### src/rtl/uart_fmt_printer_if.sv
// Purpose: request/status/serial bundle between a message source and uart_fmt_printer.
// Latency: n/a (wires only).
// Backpressure: start is honoured only while ready is high; tx is a free-running UART line.
`timescale 1ns/1ps
interface uart_fmt_printer_if #(
    parameter int DIN_W = 8
);
    logic             start;
    logic [DIN_W-1:0] din;
    logic             ready;
    logic             done;
    logic             tx;

    // Source side: issues print requests and watches progress.
    modport master (
        output start,
        output din,
        input  ready,
        input  done,
        input  tx
    );

    // Printer side.
    modport slave (
        input  start,
        input  din,
        output ready,
        output done,
        output tx
    );
endinterface

### src/rtl/uart_fmt_printer.sv
// Purpose: prints a fixed template over 8N1 UART, expanding slot-marker bytes into hex digits of captured slots.
// Latency: first start bit 1 clock after the accepting edge; 10*DIV+1 clocks per character; done 1 clock after last stop bit.
// Backpressure: ready drops for the whole message; start and din are ignored until ready returns high.
`timescale 1ns/1ps
module uart_fmt_printer #(
    parameter int                          CLOCK_FREQUENCY = 200000000,
    parameter int                          BAUD_RATE       = 9600,
    parameter int                          FORMAT_SLOTS    = 2,
    parameter int                          SLOT_DIGITS     = 1,
    parameter int                          FORMAT_STR_LEN  = 22,
    parameter logic [8*FORMAT_STR_LEN-1:0] FORMAT_STRING   = "Button R\1C\2 Pressed!\r\n",
    parameter bit                          LOWERCASE       = 1'b0,
    parameter bit                          ZERO_SUPPRESS   = 1'b0
) (
    input  logic              clk,
    input  logic              rstn,
    uart_fmt_printer_if.slave bus
);

    localparam int DIV    = CLOCK_FREQUENCY / BAUD_RATE;
    localparam int SLOT_W = 4 * SLOT_DIGITS;
    localparam int DIN_W  = SLOT_W * FORMAT_SLOTS;
    localparam int BAUD_W = (DIV > 1) ? $clog2(DIV) : 1;
    localparam int IDX_W  = $clog2(FORMAT_STR_LEN + 1);
    localparam int DIG_W  = (SLOT_DIGITS > 1) ? $clog2(SLOT_DIGITS) : 1;

    typedef enum logic [1:0] {IDLE, LOAD, SEND, DONE} state_t;

    state_t             state;
    logic [DIN_W-1:0]   slot_q;
    logic [IDX_W-1:0]   char_idx;
    logic [DIG_W-1:0]   digit_idx;   // next digit to emit while expanding a slot marker
    logic               in_ph;       // a slot expansion is part-way through
    logic [7:0]         sh_q;        // data bits still to shift out, ones fill behind for the stop bit
    logic [3:0]         bit_cnt;     // 0 start, 1..8 data, 9 stop
    logic [BAUD_W-1:0]  baud_cnt;

    logic [7:0]         cur_char;
    logic               cur_is_ph;
    logic [SLOT_W-1:0]  cur_slot;
    logic [DIG_W-1:0]   first_digit;
    logic [DIG_W-1:0]   sel_digit;
    logic [3:0]         nib;
    logic [7:0]         out_byte;

    function automatic logic [7:0] hex_ascii(input logic [3:0] n);
        if (n < 4'd10)
            return 8'h30 + {4'h0, n};
        else
            return (LOWERCASE ? 8'h61 : 8'h41) + {4'h0, n} - 8'd10;
    endfunction

    // Resolve the byte to send next: template byte as-is, or the selected hex digit of a slot.
    always_comb begin
        cur_char = 8'h00;
        for (int k = 0; k < FORMAT_STR_LEN; k++) begin
            if (char_idx == IDX_W'(k))
                cur_char = FORMAT_STRING[8*(FORMAT_STR_LEN-1-k) +: 8];
        end
        cur_is_ph = (cur_char != 8'h00) && (cur_char <= 8'(FORMAT_SLOTS));

        cur_slot = '0;
        for (int s = 0; s < FORMAT_SLOTS; s++) begin
            if (cur_char == 8'(s + 1))
                cur_slot = slot_q[SLOT_W*s +: SLOT_W];
        end

        // Highest digit to print: the top digit, or with suppression the top non-zero one (digit 0 if all zero).
        first_digit = '0;
        for (int d = 0; d < SLOT_DIGITS; d++) begin
            if (!ZERO_SUPPRESS || (cur_slot[4*d +: 4] != 4'h0))
                first_digit = DIG_W'(d);
        end

        sel_digit = in_ph ? digit_idx : first_digit;
        nib = 4'h0;
        for (int d = 0; d < SLOT_DIGITS; d++) begin
            if (sel_digit == DIG_W'(d))
                nib = cur_slot[4*d +: 4];
        end

        out_byte = (in_ph || cur_is_ph) ? hex_ascii(nib) : cur_char;
    end

    // Message sequencer and bit serializer; all outputs registered.
    always_ff @(posedge clk or negedge rstn) begin
        if (!rstn) begin
            state     <= IDLE;
            bus.tx    <= 1'b1;
            bus.ready <= 1'b1;
            bus.done  <= 1'b0;
            slot_q    <= '0;
            char_idx  <= '0;
            digit_idx <= '0;
            in_ph     <= 1'b0;
            sh_q      <= '1;
            bit_cnt   <= '0;
            baud_cnt  <= '0;
        end else begin
            bus.done <= 1'b0;
            case (state)
                IDLE: begin
                    if (bus.start) begin
                        slot_q    <= bus.din;
                        char_idx  <= '0;
                        in_ph     <= 1'b0;
                        bus.ready <= 1'b0;
                        state     <= LOAD;
                    end
                end
                LOAD: begin
                    sh_q     <= out_byte;
                    bus.tx   <= 1'b0;
                    bit_cnt  <= '0;
                    baud_cnt <= '0;
                    state    <= SEND;
                    if ((in_ph || cur_is_ph) && (sel_digit != '0)) begin
                        in_ph     <= 1'b1;
                        digit_idx <= sel_digit - DIG_W'(1);
                    end else begin
                        in_ph    <= 1'b0;
                        char_idx <= char_idx + IDX_W'(1);
                    end
                end
                SEND: begin
                    if (baud_cnt == BAUD_W'(DIV - 1)) begin
                        baud_cnt <= '0;
                        if (bit_cnt == 4'd9) begin
                            if (!in_ph && (char_idx == IDX_W'(FORMAT_STR_LEN))) begin
                                state    <= DONE;
                                bus.done <= 1'b1;
                            end else begin
                                state <= LOAD;
                            end
                        end else begin
                            bit_cnt <= bit_cnt + 4'd1;
                            bus.tx  <= sh_q[0];
                            sh_q    <= {1'b1, sh_q[7:1]};
                        end
                    end else begin
                        baud_cnt <= baud_cnt + BAUD_W'(1);
                    end
                end
                DONE: begin
                    bus.ready <= 1'b1;
                    state     <= IDLE;
                end
                default: state <= IDLE;
            endcase
        end
    end

endmodule
### src/flat_wrapper.sv
// flat-port wrapper written by rule: the top's interface ports become plain ports
module uart_fmt_printer_flat 
#(
    parameter int                          CLOCK_FREQUENCY = 200000000,
    parameter int                          BAUD_RATE       = 9600,
    parameter int                          FORMAT_SLOTS    = 2,
    parameter int                          SLOT_DIGITS     = 1,
    parameter int                          FORMAT_STR_LEN  = 22,
    parameter logic [8*FORMAT_STR_LEN-1:0] FORMAT_STRING   = "                          ",
    parameter bit                          LOWERCASE       = 1'b0,
    parameter bit                          ZERO_SUPPRESS   = 1'b0
)
  (clk, rstn, bus_start, bus_din, bus_ready, bus_done, bus_tx);
  uart_fmt_printer_if bus_i ();
  input  logic clk;
  input  logic rstn;
  input wire logic [$bits(bus_i.start)-1:0] bus_start;
  input wire logic [$bits(bus_i.din)-1:0] bus_din;
  output wire logic [$bits(bus_i.ready)-1:0] bus_ready;
  output wire logic [$bits(bus_i.done)-1:0] bus_done;
  output wire logic [$bits(bus_i.tx)-1:0] bus_tx;
  assign bus_i.start = bus_start;
  assign bus_i.din = bus_din;
  assign bus_ready = bus_i.ready;
  assign bus_done = bus_i.done;
  assign bus_tx = bus_i.tx;
  uart_fmt_printer #(.CLOCK_FREQUENCY(CLOCK_FREQUENCY), .BAUD_RATE(BAUD_RATE), .FORMAT_SLOTS(FORMAT_SLOTS), .SLOT_DIGITS(SLOT_DIGITS), .FORMAT_STR_LEN(FORMAT_STR_LEN), .FORMAT_STRING(FORMAT_STRING), .LOWERCASE(LOWERCASE), .ZERO_SUPPRESS(ZERO_SUPPRESS)) u_core (.clk(clk), .rstn(rstn), .bus(bus_i));
endmodule
### config.mk
export PLATFORM = sky130hd
export DESIGN_NAME = uart_fmt_printer_flat
export DESIGN_NICKNAME = d
export VERILOG_FILES = /design/src/rtl/uart_fmt_printer_if.sv /design/src/rtl/uart_fmt_printer.sv /design/src/flat_wrapper.sv
export SDC_FILE = /design/constraint.sdc
export NUM_CORES = 1
export LEC_CHECK = 0
export ABC_AREA = 1
export BUFFER_PORTS_ARGS = -buffer_cell sky130_fd_sc_hd__buf_4
export CAP_MARGIN = 10
export CORE_AREA = 2 2 65 67
export DETAILED_ROUTE_END_ITERATION = 12
export DIE_AREA = 0 0 67 69
export MAX_ROUTING_LAYER = met4
export PLACE_DENSITY = 0.77
export SYNTH_ARGS = -nofsm -noshare
export SYNTH_HDL_FRONTEND = slang
export SYNTH_SLANG_ARGS = --single-unit
### constraint.sdc
create_clock -name clk -period 2.4 [get_ports clk]
set_clock_uncertainty 0.15 [all_clocks]
set_input_delay 0.6 -clock clk [delete_from_list [all_inputs] [get_ports clk]]
set_output_delay 0.6 -clock clk [all_outputs]
set_load 0.005 [all_outputs]
==> results of run 1 <==
layer usage:
| layer | track usage [%] | part of all wire (%) | wire length [µm] |
|---|---|---|---|
| met1 | 30.2 | 51 | 2080 |
| met2 | 28.7 | 44 | 1770 |
| met3 | 6.04 | 3.4 | 138 |
| met4 | 8.62 | 1.7 | 71 |
| met5 | - | 0 | 0 |
registers in the layout, summed over array words and instances (netlist names):
signal / cells
u_core.baud_cnt: 15
u_core.bit_cnt: 4
u_core.bus.done: 1
u_core.bus.ready: 1
u_core.bus.tx: 1
u_core.char_idx: 5
u_core.digit_idx: 1
u_core.in_ph: 1
u_core.sh_q: 8
u_core.state: 2
cell type report:
cell class | instances | area (µm²) | area share (%)
well taps | 50 | 62.6 | 2.54
multi-input cells | 202 | 1130 | 45.9
flip-flops and latches | 39 | 988 | 40.1
clock buffers | 8 | 100 | 4.06
repair buffers | 7 | 52.6 | 2.13
inverters | 35 | 131 | 5.32
cells in the final DEF, fill, tap and decap left out, drive strengths merged:
cell,netlist,final
xor2,3,3
and3,1,1
clkbuf,0,8
o22ai,1,1
dfrtp,29,29
nand3,20,20
dfstp,10,10
nand4,3,3
nor3,7,7
o21a,1,1
nor2,41,41
or2,3,3
a21boi,1,1
xnor2,2,2
o21ai,24,24
ha,13,13
nor4,1,1
nand3b,1,1
buf,4,7
a22oi,1,1
a21oi,6,6
o31ai,1,1
nor3b,1,1
nand2,71,71
inv,35,35
cells in the mapped netlist:
cell / n
buf_2: 1
ha_1: 13
nor4_1: 1
inv_2: 5
nand3b_4: 1
nor2_1: 33
and3_1: 1
a21boi_0: 1
o21ai_1: 4
inv_1: 30
buf_6: 2
a22oi_1: 1
xnor2_1: 2
o21ai_2: 9
nand3_2: 1
xor2_1: 3
dfrtp_1: 29
or2_2: 3
nand3_1: 19
buf_4: 1
dfstp_2: 10
nor2_2: 6
a21oi_1: 6
nand2_1: 60
nor3b_1: 1
nand2_4: 2
o31ai_1: 1
o21a_1: 1
nand4_1: 3
nor3_1: 7
nand2_2: 9
o22ai_1: 1
o21ai_0: 11
nor2_4: 2
cells by family (layout without fill, tap and decap cells):
group	after synthesis	after routing
AND/OR/NAND/NOR	149	149
flip-flops	39	39
buffers and inverters	39	50
AO/OA/AOI/OAI	35	35
adder cells (fa/ha/maj)	13	13
XOR/XNOR	5	5
critical path: stages, from the launching register on:
cell     delay [ps]
dfrtp_1         430
inv_1           100
ha_1            300
buf_4           210
nand3_2         120
nor2_2          130
nand2_1         100
o21ai_1         140
nand2_1          60
nor2_1           80
stage by stage:
| step | utilization [%] | total power [mW] | setup slack (ps) | cells |
|---|---|---|---|---|
| after floorplan | - | 1.81 | 715 | 280 |
| after global placement | 60.5 | 1.97 | 601 | 333 |
| after detailed placement | 60.5 | 1.98 | 564 | 333 |
| after CTS | 63.0 | 2.47 | 542 | 341 |
| after global routing | 63.0 | 2.66 | 349 | 341 |
| final | 63.0 | 2.46 | 519 | 341 |
how the worst min path moves through the flow:
stage                    from                 end  slack [ps]  cells past startpoint
2_1_floorplan            rstn  u_core.baud_cnt[0]         150                      0
3_3_place_gp   u_core.sh_q[5]      u_core.sh_q[5]         310                      2
3_5_place_dp   u_core.sh_q[5]      u_core.sh_q[5]         310                      2
4_1_cts                  rstn  u_core.baud_cnt[1]         130                      1
5_1_grt                  rstn   u_core.bit_cnt[1]         150                      1
6_report                 rstn  u_core.char_idx[4]         110                      1
power by group:
part	total [mW]	internal, mW	switching (mW)
clock	0.476	0.262	0.214
combinational	1.07	0.331	0.741
sequential	0.909	0.804	0.105
==> metrics.txt, run 1 <==
status=finished clean; Synth Warn #=0; Antenna Cells=0; crit path kind=flip-flop to flip-flop; Chip Width=67 µm; Worst Max-Slew Pin Slew=471 ps; IO Port Bufs=5; number of setup buffers added after CTS=0; Synth Area in Compound Gates=9.63%; Final period util=78.4%; reg2reg end=u_core.baud_cnt[9]; Slew Viols, Final=0; antenna violations before repair=0; Yosys top cell by area=dfrtp_1; reg2reg start=u_core.state[0]; Mapped Area=2290 µm²; Worst Path Required=2470 ps; GRT Util Overall=21.3%; share of layout cells above drive strength 1=21.3%; main combinational cell family by area after synthesis=simple AND/OR/NAND/NOR gates; Relative slew margins=68.6%; power density over cell area=996 nW/µm²; syn_nets=304; CTS buffer count=5; drt drc=0; Avg WL per Cell=11.9 µm; vias per cell=5.14; Detailed Place HPWL=2.86 mm; CTS clk-pin slew, worst paths=70 ps; Mapped Avg Cell Area=8.17 µm²; max-cap viol count=0; # setup viols final=0; CTS tree=built; Seq cells post-synth=39; # resized after CTS=0; CP endpoint=u_core.baud_cnt[9]; Core ar.=3910 µm²; top post-synthesis cells by area=dfrtp_1, dfstp_2, nand2_1; io pins=14; CTS H-Tree Depth=2; die area=4620 µm²; maximum buffer depth of the clock tree=2; Worst R2R Setup Slack=520 ps; Post-Synth Simple-Gate Area=30.9%; GRT overflow=0; DP Area=2370 µm²; routability cong.=0.884; tightest hold margin=114 ps; largest net degree at the start of global routing=40; Final #Nets=314; min Tclk post-route=1880 ps; RSZ-0062 raised after global routing=no; Clk Latency, worst-skew pair=290 ps; crit path launch type=flip-flop; final wirelength=4.06 mm; CP endpoint kind=flip-flop; DRT iter0 DRCs=97; area grow syn2layout=7.88%; Hold Path Class=primary input to asynchronous set/reset pin; Critical Path Start=u_core.state[0]; Mapped Cells=280; Data arrival, critical path=1950 ps; Clock Sinks=39; peak supply drop=0.000733 V; setup_tns=0 ps; Post-DRT Antenna Nets=0; FF-to-FF path depth=9; adder-cell share of the synthesized area=7.11%; vias in the first global route=1,676; P_leak=1.11 nW; Post-Synth XOR/XNOR Area=1.91%; via count=1,752; Final Hold Vio Count=0; Die Height=69 µm; fmax=532 MHz; hold_buf cts=0; post-route cell area=2470 µm²; post-synthesis mux area share=0%; First-pass DRT Iterations=4; Yosys top cell area share=31.7%; fillers=362; CTS root buf=clkbuf_8; sequential area share after synthesis=43.2%; num rows=23; Starting Density=58.4%; Distinct cells, synth=34; Critical Path Fanout Max=11; global-route wire length before repair=7.40 mm
(Power assumes the default switching activity.)
==> inputs of run 2 (changes only) <==
Settings changed: CORE_AREA 2 2 65 67 to 2 2 69 71, DIE_AREA 0 0 67 69 to 0 0 71 73, PLACE_DENSITY 0.77 to 0.72.
Clock period 2.4 ns to 1.6 ns, I/O delays scaled along.
==> run 2 against run 1 <==
- final cell count increased by 14%
- critical path type unchanged
- global-route usage decreased by 0.88 points
- maximum frequency increased by 14%
- largest cell class unchanged
- flip-flop and latch count unchanged
- sequential share of layout area decreased by 8.5 points
- critical endpoint is now u_core.sh_q[2]
- critical path depth unchanged
- count of clock-buffer cells in the layout decreased by 1
- clock power increased by 89%
- the run now ends with setup timing left
==> metrics.txt, run 2 (synthesis results as in run 1) <==
CTS tree=built; crit path max-delay cell type=dfrtp_1; area grow syn2layout=37.3%; Final period util=103% (+25 points); crit path kind=flip-flop to flip-flop; CP Buf/Inv Count=2 (unchanged); io pins=14 (unchanged); max-cap viol count=0 (unchanged); CTS root buf=clkbuf_8; DP Area=2610 µm² (+10%); Slew Viols, Final=0 (unchanged); Worst Path Required=1680 ps (-790 ps); CP delay by family, top=simple AND/OR/NAND/NOR gates; DRT iter0 DRCs=78 (-20%); Avg WL per Cell=13.4 µm (+12%); Post-DRT Antenna Nets=0 (unchanged); P_leak=1.38 nW (+24%); final wirelength=5.22 mm (+29%); Clock Sinks=39 (unchanged); num rows=25 (+8.7%); GRT Util Overall=20.4% (-0.88 points); setup ws final=-54.9 ps (-574 ps); GRT overflow=0 (unchanged); fmax=604 MHz (+14%); Chip Width=71 µm (+6.0%); CP peak stage delay=410 ps (-20 ps); IO Port Bufs=5 (unchanged); First-pass DRT Iterations=4 (unchanged); # setup viols final=17 (+17); Clk Latency, worst-skew pair=290 ps (about the same); final core utilization=69.2% (+6.2 points); routability cong.=0.837 (-5.3%); most common cell after layout, fill and taps aside=nand2_1; WHS Endpoint=u_core.bus.ready; CP endpoint kind=flip-flop; reg2reg start=u_core.baud_cnt[1]; maximum buffer depth of the clock tree=2 (unchanged); Detailed Place HPWL=3.29 mm (+15%); Critical Path Fanout Max=10 (-1); CTS H-Tree Depth=2 (unchanged); die area=5180 µm² (+12%); most frequent cells in the layout=nand2_1, buf_4, nor2_1; vias per cell=5.09 (-0.89%); CP cell instances=inv_2, ha_4, nand2_2, nor2_2, nand2_2, nand2_8, nand3b_4, clkbuf_16, o21ai_2; FF-to-FF path depth=9 (unchanged); Final Hold Vio Count=0 (unchanged); drt drc=0 (unchanged); Antenna Cells=0 (unchanged); peak supply drop=0.00135 V (+83%); post-route cell area=3140 µm² (+27%); Hold Path Class=primary input to flip-flop; hold path start=bus_start; vias in the first global route=1,915 (+14%); antenna violations before repair=0 (unchanged); min Tclk post-route=1650 ps (-226 ps); CTS clk-pin slew, worst paths=70 ps (about the same); global-route wire length before repair=8.14 mm (+10%); Die Height=73 µm (+5.8%); Core ar.=4540 µm² (+16%); Data arrival, critical path=1730 ps (-220 ps); RSZ-0062 raised after global routing=yes; crit path launch type=flip-flop; Worst Max-Slew Pin Slew=487 ps (+16.2 ps); Worst R2R Setup Slack=-50 ps (-570 ps); crit-path most repeated cell=nand2_2; status=finished with violations; hold depth=3; reg2reg end=u_core.sh_q[2]; CTS buffer count=5 (unchanged); largest net degree at the start of global routing=40 (unchanged); power density over cell area=1740 nW/µm² (+74%); via count=1,986 (+13%); register with the most flip-flops=u_core.baud_cnt; Final #Nets=359 (+14%); Starting Density=50.4% (-8.0 points); Relative slew margins=67.5% (-1.1 points); violated checks=setup timing; largest registers=u_core.baud_cnt x15, u_core.sh_q x8, u_core.char_idx x5; Largest register FFs=15 (unchanged); share of layout cells above drive strength 1=44.3% (+23 points)
-- run 2: cell count changes in the layout (fill, tap and decap cells not counted), moves of 5 or more --
cell,change
buf_4,+36
nand3_1,-7
ha_1,-5
nand3_2,+5
inv_1,-6
nor2_1,-6
nand2_1,-5
-- run 2: power breakdown --
group / switching [mW] / internal [mW]
sequential: 0.136 / 1.21
clock: 0.337 / 0.560
combinational: 1.62 / 1.60
-- run 2: worst min-delay path: cells and delay by family --
family / cells / cell delay, ps
simple gates: 1 / 50
buf+inv: 1 / 90
compound gates: 1 / 70
-- run 2: how the worst max path moves through the flow --
| stage | start | to | slack [ps] | depth (start not counted) |
|---|---|---|---|---|
| after floorplan | u_core.state[0] | u_core.baud_cnt[8] | -20 | 7 |
| after global placement | u_core.state[0] | u_core.baud_cnt[8] | -70 | 7 |
| after detailed placement | u_core.state[0] | u_core.baud_cnt[8] | -100 | 7 |
| after CTS | u_core.baud_cnt[1] | u_core.bit_cnt[3] | -30 | 10 |
| after global routing | u_core.state[0] | u_core.baud_cnt[8] | -140 | 8 |
| final | u_core.baud_cnt[1] | u_core.sh_q[2] | -50 | 9 |
-- run 2: per-stage QoR --
stage	TNS (ps)	std cells	hold slack, ps	power [mW]	worst slack (ps)
finish	-686	390	213	5.45	-54.9
global route	-2750	390	255	5.78	-144
CTS	-236	376	210	4.62	-33.7
detailed placement	-552	363	252	3.56	-97.6
global placement	-271	363	252	3.50	-68.3
floorplan	-107	280	-45.6	2.78	-17.3
-- run 2: cell type report --
class | count | area (µm²)
timing repair buffer | 52 | 475
fill | 351 | 1400
inverter | 35 | 136
clock inverter | 1 | 30.0
sequential | 39 | 992
clock buffer | 7 | 97.6
tap | 54 | 67.6
multi-input combinational | 202 | 1340
-- run 2: what timing repair did --
action | 4_1_cts | 5_1_grt
pin swaps | 5 | 20
gates cloned | 0 | 2
gates resized for setup | 13 | 49
hold buffers | 1 | 0
endpoints found under the setup margin | 25 | 36
hold endpoints to repair | 29 | 0
buffers inserted | 4 | 13
-- run 2: per-layer routing --
layer	global-route usage, %	vias to the layer above	wire length [µm]
met5	-	-	0
met4	8.81	0	83
met3	3.45	9	68
met2	35.7	14	2930
met1	23.2	956	2140
li1	-	1007	-
